===== src/rtl/uc_pila.sv =====
// Control unit with a return-address stack for jal/ret and an I/O wait handshake.
// Define STACK_FAULT_EN to trap stack overflow/underflow in a sticky FAULT state.
`timescale 1ns/1ps
module uc_pila #(
  parameter int unsigned PCW   = 10,
  parameter int unsigned DEPTH = 8
) (
  input  logic                         clk,
  input  logic                         reset,
  input  logic [5:0]                   Opcode,
  input  logic                         z,
  input  logic [PCW-1:0]               pc_next,
  input  logic                         io_ack,
  output logic                         s_inc,
  output logic                         s_inm,
  output logic                         we3,
  output logic                         wez,
  output logic [2:0]                   Op,
  output logic                         s_ret,
  output logic [PCW-1:0]               ret_addr,
  output logic                         pc_en,
  output logic                         io_req,
  output logic [$clog2(DEPTH+1)-1:0]   sp_count,
  output logic                         fault
);
  localparam int unsigned SPW = $clog2(DEPTH+1);
  localparam int unsigned IW  = $clog2(DEPTH);

`ifdef STACK_FAULT_EN
  typedef enum logic [1:0] {S_RUN, S_WAIT, S_HALT, S_FAULT} state_t;
`else
  typedef enum logic [1:0] {S_RUN, S_WAIT, S_HALT} state_t;
`endif

  state_t          r_state, w_state_nxt;
  logic [SPW-1:0]  r_sp;
  logic [PCW-1:0]  r_stack [DEPTH];
  logic            w_push, w_pop, w_full, w_empty;
  logic [IW-1:0]   w_top_idx;

  assign w_full    = (r_sp == SPW'(DEPTH));
  assign w_empty   = (r_sp == '0);
  assign w_top_idx = IW'(r_sp - 1'b1);
  assign ret_addr  = w_empty ? '0 : r_stack[w_top_idx];
  assign sp_count  = r_sp;

`ifdef STACK_FAULT_EN
  assign fault = (r_state == S_FAULT);
`else
  assign fault = 1'b0;
`endif

  always_comb begin
    s_inc       = 1'b0;
    s_inm       = 1'b0;
    we3         = 1'b0;
    wez         = 1'b0;
    Op          = '0;
    s_ret       = 1'b0;
    pc_en       = 1'b0;
    io_req      = 1'b0;
    w_push      = 1'b0;
    w_pop       = 1'b0;
    w_state_nxt = r_state;
    if (!reset) begin
      case (r_state)
        S_RUN: begin
          pc_en = 1'b1;
          if (Opcode[5]) begin
            s_inc = 1'b1;
            we3   = 1'b1;
            wez   = 1'b1;
            Op    = Opcode[4:2];
          end else begin
            casez (Opcode)
              6'b0001??: begin
                s_inc = 1'b1;
                s_inm = 1'b1;
                we3   = 1'b1;
              end
              6'b010000: s_inc = 1'b0;
              6'b010001: s_inc = ~z;
              6'b010010: s_inc = z;
              6'b010011: begin
                // Without fault trapping an overflowing jal still jumps; the push is dropped.
                s_inc  = 1'b0;
                w_push = !w_full;
`ifdef STACK_FAULT_EN
                if (w_full) begin
                  pc_en       = 1'b0;
                  w_state_nxt = S_FAULT;
                end
`endif
              end
              6'b010100: begin
                s_ret = 1'b1;
                w_pop = !w_empty;
`ifdef STACK_FAULT_EN
                if (w_empty) begin
                  pc_en       = 1'b0;
                  w_state_nxt = S_FAULT;
                end
`endif
              end
              6'b011000: begin
                pc_en       = 1'b0;
                io_req      = 1'b1;
                w_state_nxt = S_WAIT;
              end
              6'b011111: begin
                pc_en       = 1'b0;
                w_state_nxt = S_HALT;
              end
              default: s_inc = 1'b1;
            endcase
          end
        end
        S_WAIT: begin
          io_req = 1'b1;
          if (io_ack) begin
            pc_en       = 1'b1;
            s_inc       = 1'b1;
            w_state_nxt = S_RUN;
          end
        end
        S_HALT: w_state_nxt = S_HALT;
        default: w_state_nxt = r_state;
      endcase
    end
  end

  always_ff @(posedge clk) begin
    if (reset) begin
      r_state <= S_RUN;
      r_sp    <= '0;
    end else begin
      r_state <= w_state_nxt;
      if (w_push)
        r_sp <= r_sp + 1'b1;
      else if (w_pop)
        r_sp <= r_sp - 1'b1;
    end
  end

  always_ff @(posedge clk) begin
    if (w_push)
      r_stack[IW'(r_sp)] <= pc_next;
  end
endmodule


===== config.mk =====
export PLATFORM = sky130hd
export DESIGN_NAME = uc_pila
export DESIGN_NICKNAME = d
export VERILOG_FILES = /design/src/rtl/uc_pila.sv
export SDC_FILE = /design/constraint.sdc
export NUM_CORES = 1
export LEC_CHECK = 0
export ABC_AREA = 1
export ABC_CLOCK_PERIOD_IN_PS = 4700
export CORE_ASPECT_RATIO = 0.7
export CORE_MARGIN = 5
export CORE_UTILIZATION = 30
export CTS_CLUSTER_DIAMETER = 150
export DETAILED_ROUTE_END_ITERATION = 10
export GPL_TIMING_DRIVEN = 0
export HOLD_SLACK_MARGIN = 0.1
export PLACE_DENSITY = 0.5
export SYNTH_ARGS = -nofsm -noshare
export SYNTH_HDL_FRONTEND = slang
export SYNTH_SLANG_ARGS = --single-unit

===== constraint.sdc =====
create_clock -name clk -period 4.7 [get_ports clk]
set_input_delay 1.41 -clock clk [delete_from_list [all_inputs] [get_ports clk]]
set_output_delay 1.41 -clock clk [all_outputs]
set_load 0.02 [all_outputs]

==> out/summary.txt, run 1 <==
==========================================================================================
Multi-input combinational cell area                                             1220 sq um
Clock skew after layout                                                         0.00584 ns
Worst skew pair latency                                                            0.34 ns
Global-route wire length before repair                                            16000 um
Total of buffers placed on input and output ports                                       42
Starting density of the core                                                         30.5%
Placed wire-length estimate                                                        7060 um
Clock sink count                                                                        86
Sum Neg Setup Slack                                                                   0 ns
Main combinational cell family by area after synthesis                        simple AND/OR/NAND/NOR gates
Post-placement setup slack                                                        0.110 ns
Mux contribution to synthesized area                                                    0%
Number of nets produced by synthesis                                                   404
Worst Setup Start Kind                                                           input pin
Smallest hold slack                                                               0.572 ns
Reported leakage power                                                             1.82 nW
Cells along the critical path                                                 clkdlybuf4s50_1, inv_2, nor2_1, inv_1, nor3_1, clkdlybuf4s50_1
Fraction of the cycle the final worst path needs                                     97.5%
Row count                                                                               35
Period minus WS final                                                              4.58 ns
Vias in the first global route                                                        2877
Synth Area per Inst                                                             10.5 sq um
Layout cell share with drive strength beyond 1                                       13.7%
Flip-flop and latch count after synthesis                                               86
Via density                                                                           4.80
Antenna violations before repair                                                         0
Post-CTS setup buffers                                                                   0
Die area                                                                       15700 sq um
Number of placed cells counting well taps                                              589
Total CTS buffers                                                                        9
Kind of critical path                                                            in -> out
Kind of path behind the tightest hold check                                     reg -> reg
Count of antenna diodes in the layout                                                    0
Register area share after synthesis                                                  63.5%
Adder and majority gate portion of the synthesized area                              1.89%
Netlist cell types                                                                      29
Worst Slack Setup Final                                                           0.117 ns
Slowest stage delay, CP                                                            0.64 ns
Height of the die                                                                   106 um
Area after DPL                                                                  4660 sq um
Final instance area                                                             4980 sq um
Upper clock frequency limit                                                        218 MHz
Most common cell on crit path                                                 clkdlybuf4s50_1
Detail-routed net length per standard cell                                         16.5 um
Worst endpoint required time                                                       3.29 ns
Count of pins over their slew limit                                                      0
Fill count                                                                            1255
Cell chosen for the clock root                                                   clkbuf_16
Outcome                                                                       finished clean
Number of violations reported at the end of detailed-routing iteration 0               215
Number of iterations in the first detailed-routing pass                                  4
Slowest CP cell                                                               clkdlybuf4s50_1
Weighted congestion reported at the end of routability-driven placement              0.798
Final count of negative-setup-slack endpoints                                            0
Area growth from synthesis to layout                                                 25.4%
Total core area                                                                13100 sq um
Yosys warns                                                                              0
Count of nets after finishing                                                          459
Number of antenna-violating nets in the routed design                                    0
Max clock buf depth                                                                      2
Number of cells produced by synthesis                                                  378
Crit-path max FO                                                                         4
Pin count of the biggest net entering global routing                                    16
Unrepaired setup endpoints after global routing                                      false
Footprint of the flip-flops and latches                                         2520 sq um
Fin cells                                                                              604
Areal power density over the cells                                             363 nW/um^2
Grt total ovfl                                                                           0
Width of the chip                                                                   148 um
Worst endpoint data arrival time                                                   3.17 ns
Headroom to the max-slew limit                                                       30.4%
Detailed-route via count                                                              2902
Synthesized cell area                                                           3970 sq um
Total Wirelength                                                                  10000 um
Xor and xnor area share after synthesis                                             0.441%
Drt drc                                                                                  0
Htree depth                                                                              3
Total GRT Usage                                                                      13.3%
Element type at the critical path end                                          output port
I/O pin count                                                                           45
Least-Margin Pin Slew                                                              1.04 ns
Utilization after layout                                                             38.2%
Number of endpoints with negative hold slack in the final report                         0
Clock edge transition at the registers on the reported setup and hold paths        0.06 ns
Clock tree from TritonCTS                                                              yes
Number of violations of the max-capacitance limit                                        0
Compound-cell area share of the yosys netlist                                        11.6%
Worst ir drop on vdd                                                                200 uV
Total Power Consumption                                                            1.81 mW
Simple-gate share of the synthesized area                                            16.2%
==========================================================================================
## kinds of logic (layout without fill, tap and decap cells)
kind of cell               after synthesis  count (layout)
AOI/OAI and AO/OA                       89              89
xor gates and xnor gates                 2               2
adders and majority gates                6               6
buffers and inverters                   53             113
DFF                                     86              86
other                                    1               1
and+or+nand+nor                        141             141
## final timing paths
path,slack [ns],cells after the start,start,to
worst max register to register,1.99,9,sp_count[0]$_SDFFE_PP0P_,r_stack[0][5]$_DFFE_PP_
worst min register to register,0.57,2,r_state[0]$_SDFFE_PP0P_,r_state[0]$_SDFFE_PP0P_
worst max-delay path,0.12,6,Opcode[2],s_ret
worst min-delay path,0.57,2,r_state[0]$_SDFFE_PP0P_,r_state[0]$_SDFFE_PP0P_
## flip-flops by register name (all words and copies together) (netlist names)
name	count
r_state	2
sp_count	4
r_stack	80
## layout make-up
class                   count  area share [%]
well taps                 166            4.17
plain buffers              18            2.39
inverters                  34            2.66
flip-flops and latches     86            50.6
multi-input cells         239            24.5
clock buffers              10            4.59
clock inverters             6            1.88
repair buffers             45            9.16
## critical path: cells and delay by family
kind,cells,cell delay [ns]
buffers and inverters,4,1.33
and+or+nand+nor,2,0.44
## what timing repair did
item                                    in CTS  in global routing
pin swaps                                    0                  0
cloned                                       0                  0
endpoints found under the hold margin        0                  0
endpoints found under the setup margin       1                 10
hold buffers                                 0                  0
gates resized for setup                      0                  3
## cell usage after synthesis (all sizes together)
cell type   n  area share, %
o21ai      62            7.8
nand3      13            1.8
nor3        6           0.76
ha          6            1.9
xor2        2           0.44
nand4       6            1.1
inv        34            3.3
a21oi      16            2.0
conb        1          0.094
o22ai      11            1.7
dfxtp       6            3.0
clkbuf      2           0.19
edfxtp     80             60
nand2      39            4.1
nor2       76            8.2
buf        17            2.9
nor3b       1           0.19
## per-layer routing
| metal | global-route usage [%] | wire length, um | up-vias |
|---|---|---|---|
| met2 | 18.9 | 4120 | 77 |
| met4 | 3.79 | 126 | 0 |
| li1 | - | - | 1421 |
| met5 | 0 | 0 | - |
| met3 | 3.88 | 669 | 12 |
| met1 | 19.6 | 5080 | 1392 |
## layout by cell type, fill, tap and decap left out, types with 2 or more instances in the layout
cell type	n
nor2_4	3
xor2_1	2
buf_6	6
buf_2	10
inv_2	7
ha_1	6
o21ai_1	9
bufinv_16	2
inv_4	2
clkbuf_16	9
nor3_2	5
edfxtp_1	80
inv_1	25
nand4_1	5
nand3_1	12
o21ai_0	53
nand2_1	36
a21oi_1	16
o22ai_1	11
nor2_1	71
buf_4	4
nand2_4	2
clkdlybuf4s50_1	41
clkinv_4	2
dfxtp_1	6
## report_power, final
| group | internal, mW | switching, mW |
|---|---|---|
| combinational | 0.0745 | 0.118 |
| sequential | 0.841 | 0.00505 |
| clock | 0.469 | 0.303 |
| total | 1.38 | 0.425 |
Note: power is estimated with default switching activity, not from simulation.
==> run 2: changes to the inputs <==
ABC_CLOCK_PERIOD_IN_PS = default   (was 4700)
==> results of run 2 <==
Final layout, timing and power as in run 1 (identical DEF).
==> run 3: changes to the inputs <==
CAP_MARGIN = 10   (was default)
==> results of run 3 <==
Final layout, timing and power as in run 1 (identical DEF).
